File: config.mk
export PLATFORM = sky130hd
export DESIGN_NAME = xadc_drp_responder
export DESIGN_NICKNAME = d
export VERILOG_FILES = /design/src/rtl/xadc_drp_responder.sv
export SDC_FILE = /design/constraint.sdc
export NUM_CORES = 1
export LEC_CHECK = 0
export CORE_UTILIZATION = 53
export CTS_CLUSTER_SIZE = 20
export DETAILED_ROUTE_END_ITERATION = 10
export GPL_TIMING_DRIVEN = 0
export PLACE_DENSITY_LB_ADDON = 0.05
export SETUP_SLACK_MARGIN = 0.02
export SLEW_MARGIN = 20
export SYNTH_ARGS = -nofsm -noshare
export SYNTH_HDL_FRONTEND = slang
export SYNTH_SLANG_ARGS = --single-unit
File: constraint.sdc
create_clock -name clk -period 4.3 [get_ports clk]
set_clock_uncertainty 0.05 [all_clocks]
set_input_delay 0.43 -clock clk [delete_from_list [all_inputs] [get_ports clk]]
set_output_delay 0.43 -clock clk [all_outputs]
set_load 0.02 [all_outputs]
File: src/rtl/xadc_drp_responder.sv
// Behavioural stand-in for the XADC DRP port. Answers DRP reads and writes with a fixed
// read latency and produces periodic end-of-conversion pulses carrying injected samples
// on auxiliary channel 5.
module xadc_drp_responder #(
    parameter int unsigned CONV_PERIOD  = 100,
    parameter int unsigned BUSY_CYCLES  = 26,
    parameter int unsigned READ_LATENCY = 2,
    parameter logic [6:0]  RESULT_ADDR  = 7'h15,
    parameter logic [6:0]  CFG_ADDR     = 7'h41
) (
    input  logic        clk,
    input  logic        rst,
    input  logic        den_i,
    input  logic        dwe_i,
    input  logic [6:0]  daddr_i,
    input  logic [15:0] di_i,
    output logic        drdy_o,
    output logic [15:0] do_o,
    input  logic [11:0] sample_i,
    input  logic        sample_valid_i,
    output logic        sample_ready_o,
    output logic        eoc_o,
    output logic [4:0]  channel_o,
    output logic        busy_o,
    output logic        missed_o,
    output logic        proto_err_o
);

    localparam int unsigned TW      = (CONV_PERIOD > 2) ? $clog2(CONV_PERIOD) : 1;
    localparam logic [TW-1:0] TLast  = TW'(CONV_PERIOD - 1);
    localparam logic [TW-1:0] BusyLo = TW'(CONV_PERIOD - 1 - BUSY_CYCLES);
    localparam logic [TW-1:0] BusyHi = TW'(CONV_PERIOD - 2);
    localparam logic [3:0]    LatInit = 4'(READ_LATENCY - 1);
    localparam logic [4:0]    AuxChannel = 5'h15;

    logic [TW-1:0] timer_q, timer_d;
    logic [15:0]   result_q, result_d;
    logic [15:0]   cfg_q, cfg_d;
    logic          missed_q, missed_d;
    logic          perr_q, perr_d;
    logic          pend_q, pend_d;
    logic [3:0]    cnt_q, cnt_d;
    logic [15:0]   snap_q, snap_d;
    logic          drdy_q, drdy_d;
    logic [15:0]   do_q, do_d;

    logic          eoc;
    logic [15:0]   rd_data;

    assign eoc = (timer_q == TLast);

    // Conversion timer and result capture on each end of conversion.
    always_comb begin
        timer_d  = eoc ? '0 : timer_q + 1'b1;
        result_d = result_q;
        missed_d = missed_q;
        if (eoc) begin
            if (sample_valid_i) begin
                result_d = {sample_i, 4'h0};
            end else begin
                missed_d = 1'b1;
            end
        end
    end

    // Read mux uses result_d so a read coinciding with an updating eoc sees the new sample.
    always_comb begin
        rd_data = 16'h0000;
        if (!dwe_i) begin
            if (daddr_i == RESULT_ADDR) begin
                rd_data = result_d;
            end else if (daddr_i == CFG_ADDR) begin
                rd_data = cfg_q;
            end
        end
    end

    // DRP transaction sequencing: one outstanding request, fixed latency to drdy.
    always_comb begin
        cfg_d  = cfg_q;
        perr_d = perr_q;
        pend_d = pend_q;
        cnt_d  = cnt_q;
        snap_d = snap_q;
        drdy_d = 1'b0;
        do_d   = 16'h0000;

        if (pend_q) begin
            if (den_i) begin
                perr_d = 1'b1;
            end
            if (cnt_q == 4'd1) begin
                drdy_d = 1'b1;
                do_d   = snap_q;
                pend_d = 1'b0;
            end else begin
                cnt_d = cnt_q - 4'd1;
            end
        end else if (den_i) begin
            if (dwe_i && (daddr_i == CFG_ADDR)) begin
                cfg_d = di_i;
            end
            if (READ_LATENCY == 1) begin
                drdy_d = 1'b1;
                do_d   = rd_data;
            end else begin
                pend_d = 1'b1;
                cnt_d  = LatInit;
                snap_d = rd_data;
            end
        end
    end

    // State registers with synchronous reset.
    always_ff @(posedge clk) begin
        if (rst) begin
            timer_q  <= '0;
            result_q <= 16'h0000;
            cfg_q    <= 16'h0000;
            missed_q <= 1'b0;
            perr_q   <= 1'b0;
            pend_q   <= 1'b0;
            cnt_q    <= 4'd0;
            snap_q   <= 16'h0000;
            drdy_q   <= 1'b0;
            do_q     <= 16'h0000;
        end else begin
            timer_q  <= timer_d;
            result_q <= result_d;
            cfg_q    <= cfg_d;
            missed_q <= missed_d;
            perr_q   <= perr_d;
            pend_q   <= pend_d;
            cnt_q    <= cnt_d;
            snap_q   <= snap_d;
            drdy_q   <= drdy_d;
            do_q     <= do_d;
        end
    end

    // Output decode.
    always_comb begin
        eoc_o          = eoc;
        sample_ready_o = eoc;
        channel_o      = eoc ? AuxChannel : 5'h00;
        busy_o         = (timer_q >= BusyLo) && (timer_q <= BusyHi);
        missed_o       = missed_q;
        proto_err_o    = perr_q;
        drdy_o         = drdy_q;
        do_o           = do_q;
    end

endmodule

==> flow_summary.toml <==
[sta]
fin_crit_ns = 2.61
clock.fmax_mhz = 383
whs_ns = 0.404
relSlewSlack_pct = 62.1
worst_pin_slew_ns = 0.568
timing.final.ws_setup_ns = 1.69
setup_viol = 0
finalCritPeriodShare_pct = 60.7
hold_viol = 0
report.final.slew_viol_count = 0
tns_ns = 0
rsz0062_at_grt = "false"

[worst_hold_path]
hp-start = "result_q[3]"
hold_end = "result_q[3]"
hold_depth = 1
hold_class = "flop to flop"

[cts]
cts_buffers = 9
post_cts_buffers = 0
h-tree-depth = 3
tritoncts = "yes"
clk_pin_slew_ns = 0.07
hold_buffers = 0
cts-root-buf = "clkbuf_8"
clk_path_buf_depth = 2
cts-resized-gates = 0
clk_latency_ns = 0.35
cts_sinks = 79

[route]
routedWlPerCell_um = 13.3
drtIter0Drc = 85
vias = 2154
drc = 0
routed_wl_mm = 5.68
viasPerCell = 5.03
route.antenna.remaining_nets = 0
dr.pass1.iters = 4

[worst_setup_path]
arrival_ns = 2.13
startpoint_type = "flop"
rr_startpoint = "timer_q[0]"
crit_type = "flop to primary output"
required_ns = 3.82
r2r_end = "snap_q[10]"
r2r_cells = 7
regToRegSetupSlack_ns = 2.41
endpoint_kind = "primary output"
cp_max_fo = 7

[synth]
synth_cells = 277
synth_fa_ha_area_share_pct = 2.16
synth_warnings = 0
syn_area_sq_mm = 0.00290
synth_top_area_share_pct = 54.5
netlist.top_cell.by_area = "dfxtp_1"
synth_top_family_by_area = "simple AND/OR/NAND/NOR gates"
synthArstFlopShare_pct = 0
ys_seq_elements = 79
synth_xor_area_share_pct = 1.81
synthMuxAreaShare_pct = 10.0
synth_edf_count = 0
yosys.area_share.simple_pct = 17.7
ys_types = 38
synth_compound_area_share_pct = 8.88
syn_area_per_cell_sq_um = 10.5
synth-main-ff-cell = "dfxtp_1"
ys_seq_area_share_pct = 54.5
synthTopCellsByArea = "dfxtp_1 54%, mux2i_1 10%, nor2_1 5.3%"

[pwr]
p_per_area_mw_per_mm2 = 371
comb_power_share_pct = 6.7
clockPowerShare_pct = 40.9
switchingPower_mw = 0.307
pwr-share-seq_pct = 52.4
peakVddDrop_mv = 0.254
p_sw_share_pct = 21.5
p_leak_nw = 1.55
cell_internal_pwr_mw = 1.12

[grt]
grt_pass1_vias = 1959
grt_first_pass_wirelength_mm = 9.47
antenna_found_initial = 0
grt_usage_pct = 21.5
overflow = 0
grt_max_degree = 14

[die]
die_h_um = 76.0
initial_utilization_pct = 55.8
fp-row-count = 26
core_area_sq_mm = 0.00520
dieArea_sq_mm = 0.00578
io_pins = 67
die_x_um = 76.0

[cells_and_area]
antenna_cells = 0
fillers = 405
nets = 398
areaGrowthSynthToFinish_pct = 32.6
fin_area_sq_mm = 0.00385
drive_gt1_share_pct = 8.38

[placed_design]
post-place-ws_ns = 2.00
place.gp.congestion = 0.729
place_area_sq_mm = 0.00363
portBuffers = 64
dp_hpwl_mm = 3.86

[status]
status = "completed"

[job]
drv_cap = 0
routing by layer:
layer / track usage [%] / routed length [um]
met5: 0 / 0
met4: 12.1 / 109
met3: 3.83 / 268
met2: 34.1 / 2680
met1: 27.7 / 2620
worst max path at each step:
stage                from            to  slack [ns]  depth (start not counted)
5_1_grt        timer_q[0]  channel_o[2]        1.54                          5
3_5_place_dp        den_i     snap_q[6]        2.00                          5
2_1_floorplan  timer_q[3]        busy_o        2.56                          3
6_report       timer_q[0]  channel_o[2]        1.69                          5
3_3_place_gp        den_i    snap_q[10]        2.06                          5
4_1_cts        timer_q[0]  channel_o[2]        1.67                          5
logic make-up after synthesis:
group	count (synthesis)
flops	79
xor+xnor	6
mux	29
simple gates	93
fa+ha+maj	5
other cells	1
compound gates	39
buf+inv	25
power by group through the flow:
stage          Sequential [mW]  Clock, mW  Combinational, mW
2_1_floorplan            0.765          0             0.0422
3_3_place_gp             0.765          0             0.0934
3_5_place_dp             0.765          0             0.0949
4_1_cts                  0.748      0.595             0.0955
5_1_grt                  0.750      0.630              0.104
6_report                 0.748      0.585             0.0950
critical path, stage by stage (launching register included):
cell and delay [ns]:
dfxtp_1 0.42, ha_1 0.23, and3_1 0.17, and2_1 0.24, buf_4 0.14, clkdlybuf4s50_1 0.59
flip-flops by register name, indices dropped and copies added, names as in the netlist, 4 cells and up:
register	flops
snap_q	16
result_q	16
cfg_q	16
cnt_q	4
timer_q	7
do_o	16
synthesized netlist by cell type (all sizes together) (2+ instances only):
cell    count
or3         2
ha          5
nor3        3
nor2       41
dfxtp      79
a21oi       5
nor4bb      2
nand2b      3
and3        3
nor2b       2
buf        12
xor2        3
nand3       4
a22oi      12
clkbuf      7
nor3b       4
and2       21
mux2i      29
a221o       4
inv         6
xnor2       3
o21ai      14
nand2       3
cell usage in the layout (no fill, tap or decap), types with 4 or more instances in the layout:
cell type | netlist | layout
buf_4 | 8 | 8
dfxtp_1 | 79 | 79
a21oi_1 | 5 | 5
inv_1 | 6 | 6
o21ai_1 | 13 | 13
clkbuf_8 | 0 | 9
nor3b_1 | 4 | 4
and2_1 | 21 | 21
a221o_1 | 4 | 4
ha_1 | 5 | 5
mux2i_1 | 29 | 29
nor2_1 | 41 | 41
a22oi_1 | 12 | 12
clkdlybuf4s50_1 | 0 | 64
clkbuf_1 | 7 | 9
stage by stage:
| step | utilization (%) | power, mW | cells |
|---|---|---|---|
| after floorplan | - | 0.807 | 278 |
| after global placement | 69.8 | 0.858 | 412 |
| after detailed placement | 69.8 | 0.860 | 412 |
| after CTS | 73.9 | 1.44 | 428 |
| after global routing | 73.9 | 1.48 | 428 |
| final | 73.9 | 1.43 | 428 |
area by class of cell:
| class | count | area, sq um | share of cell area (%) |
|---|---|---|---|
| Buffer | 19 | 119 | 3.09 |
| Tap cell | 70 | 87.6 | 2.28 |
| Multi-Input combinational cell | 174 | 1180 | 30.8 |
| Clock buffer | 11 | 131 | 3.41 |
| Sequential cell | 79 | 1580 | 41.1 |
| Timing Repair Buffer | 64 | 641 | 16.6 |
| Clock inverter | 5 | 82.6 | 2.15 |
| Inverter | 6 | 22.5 | 0.585 |
Note: power is estimated with default switching activity, not from simulation.
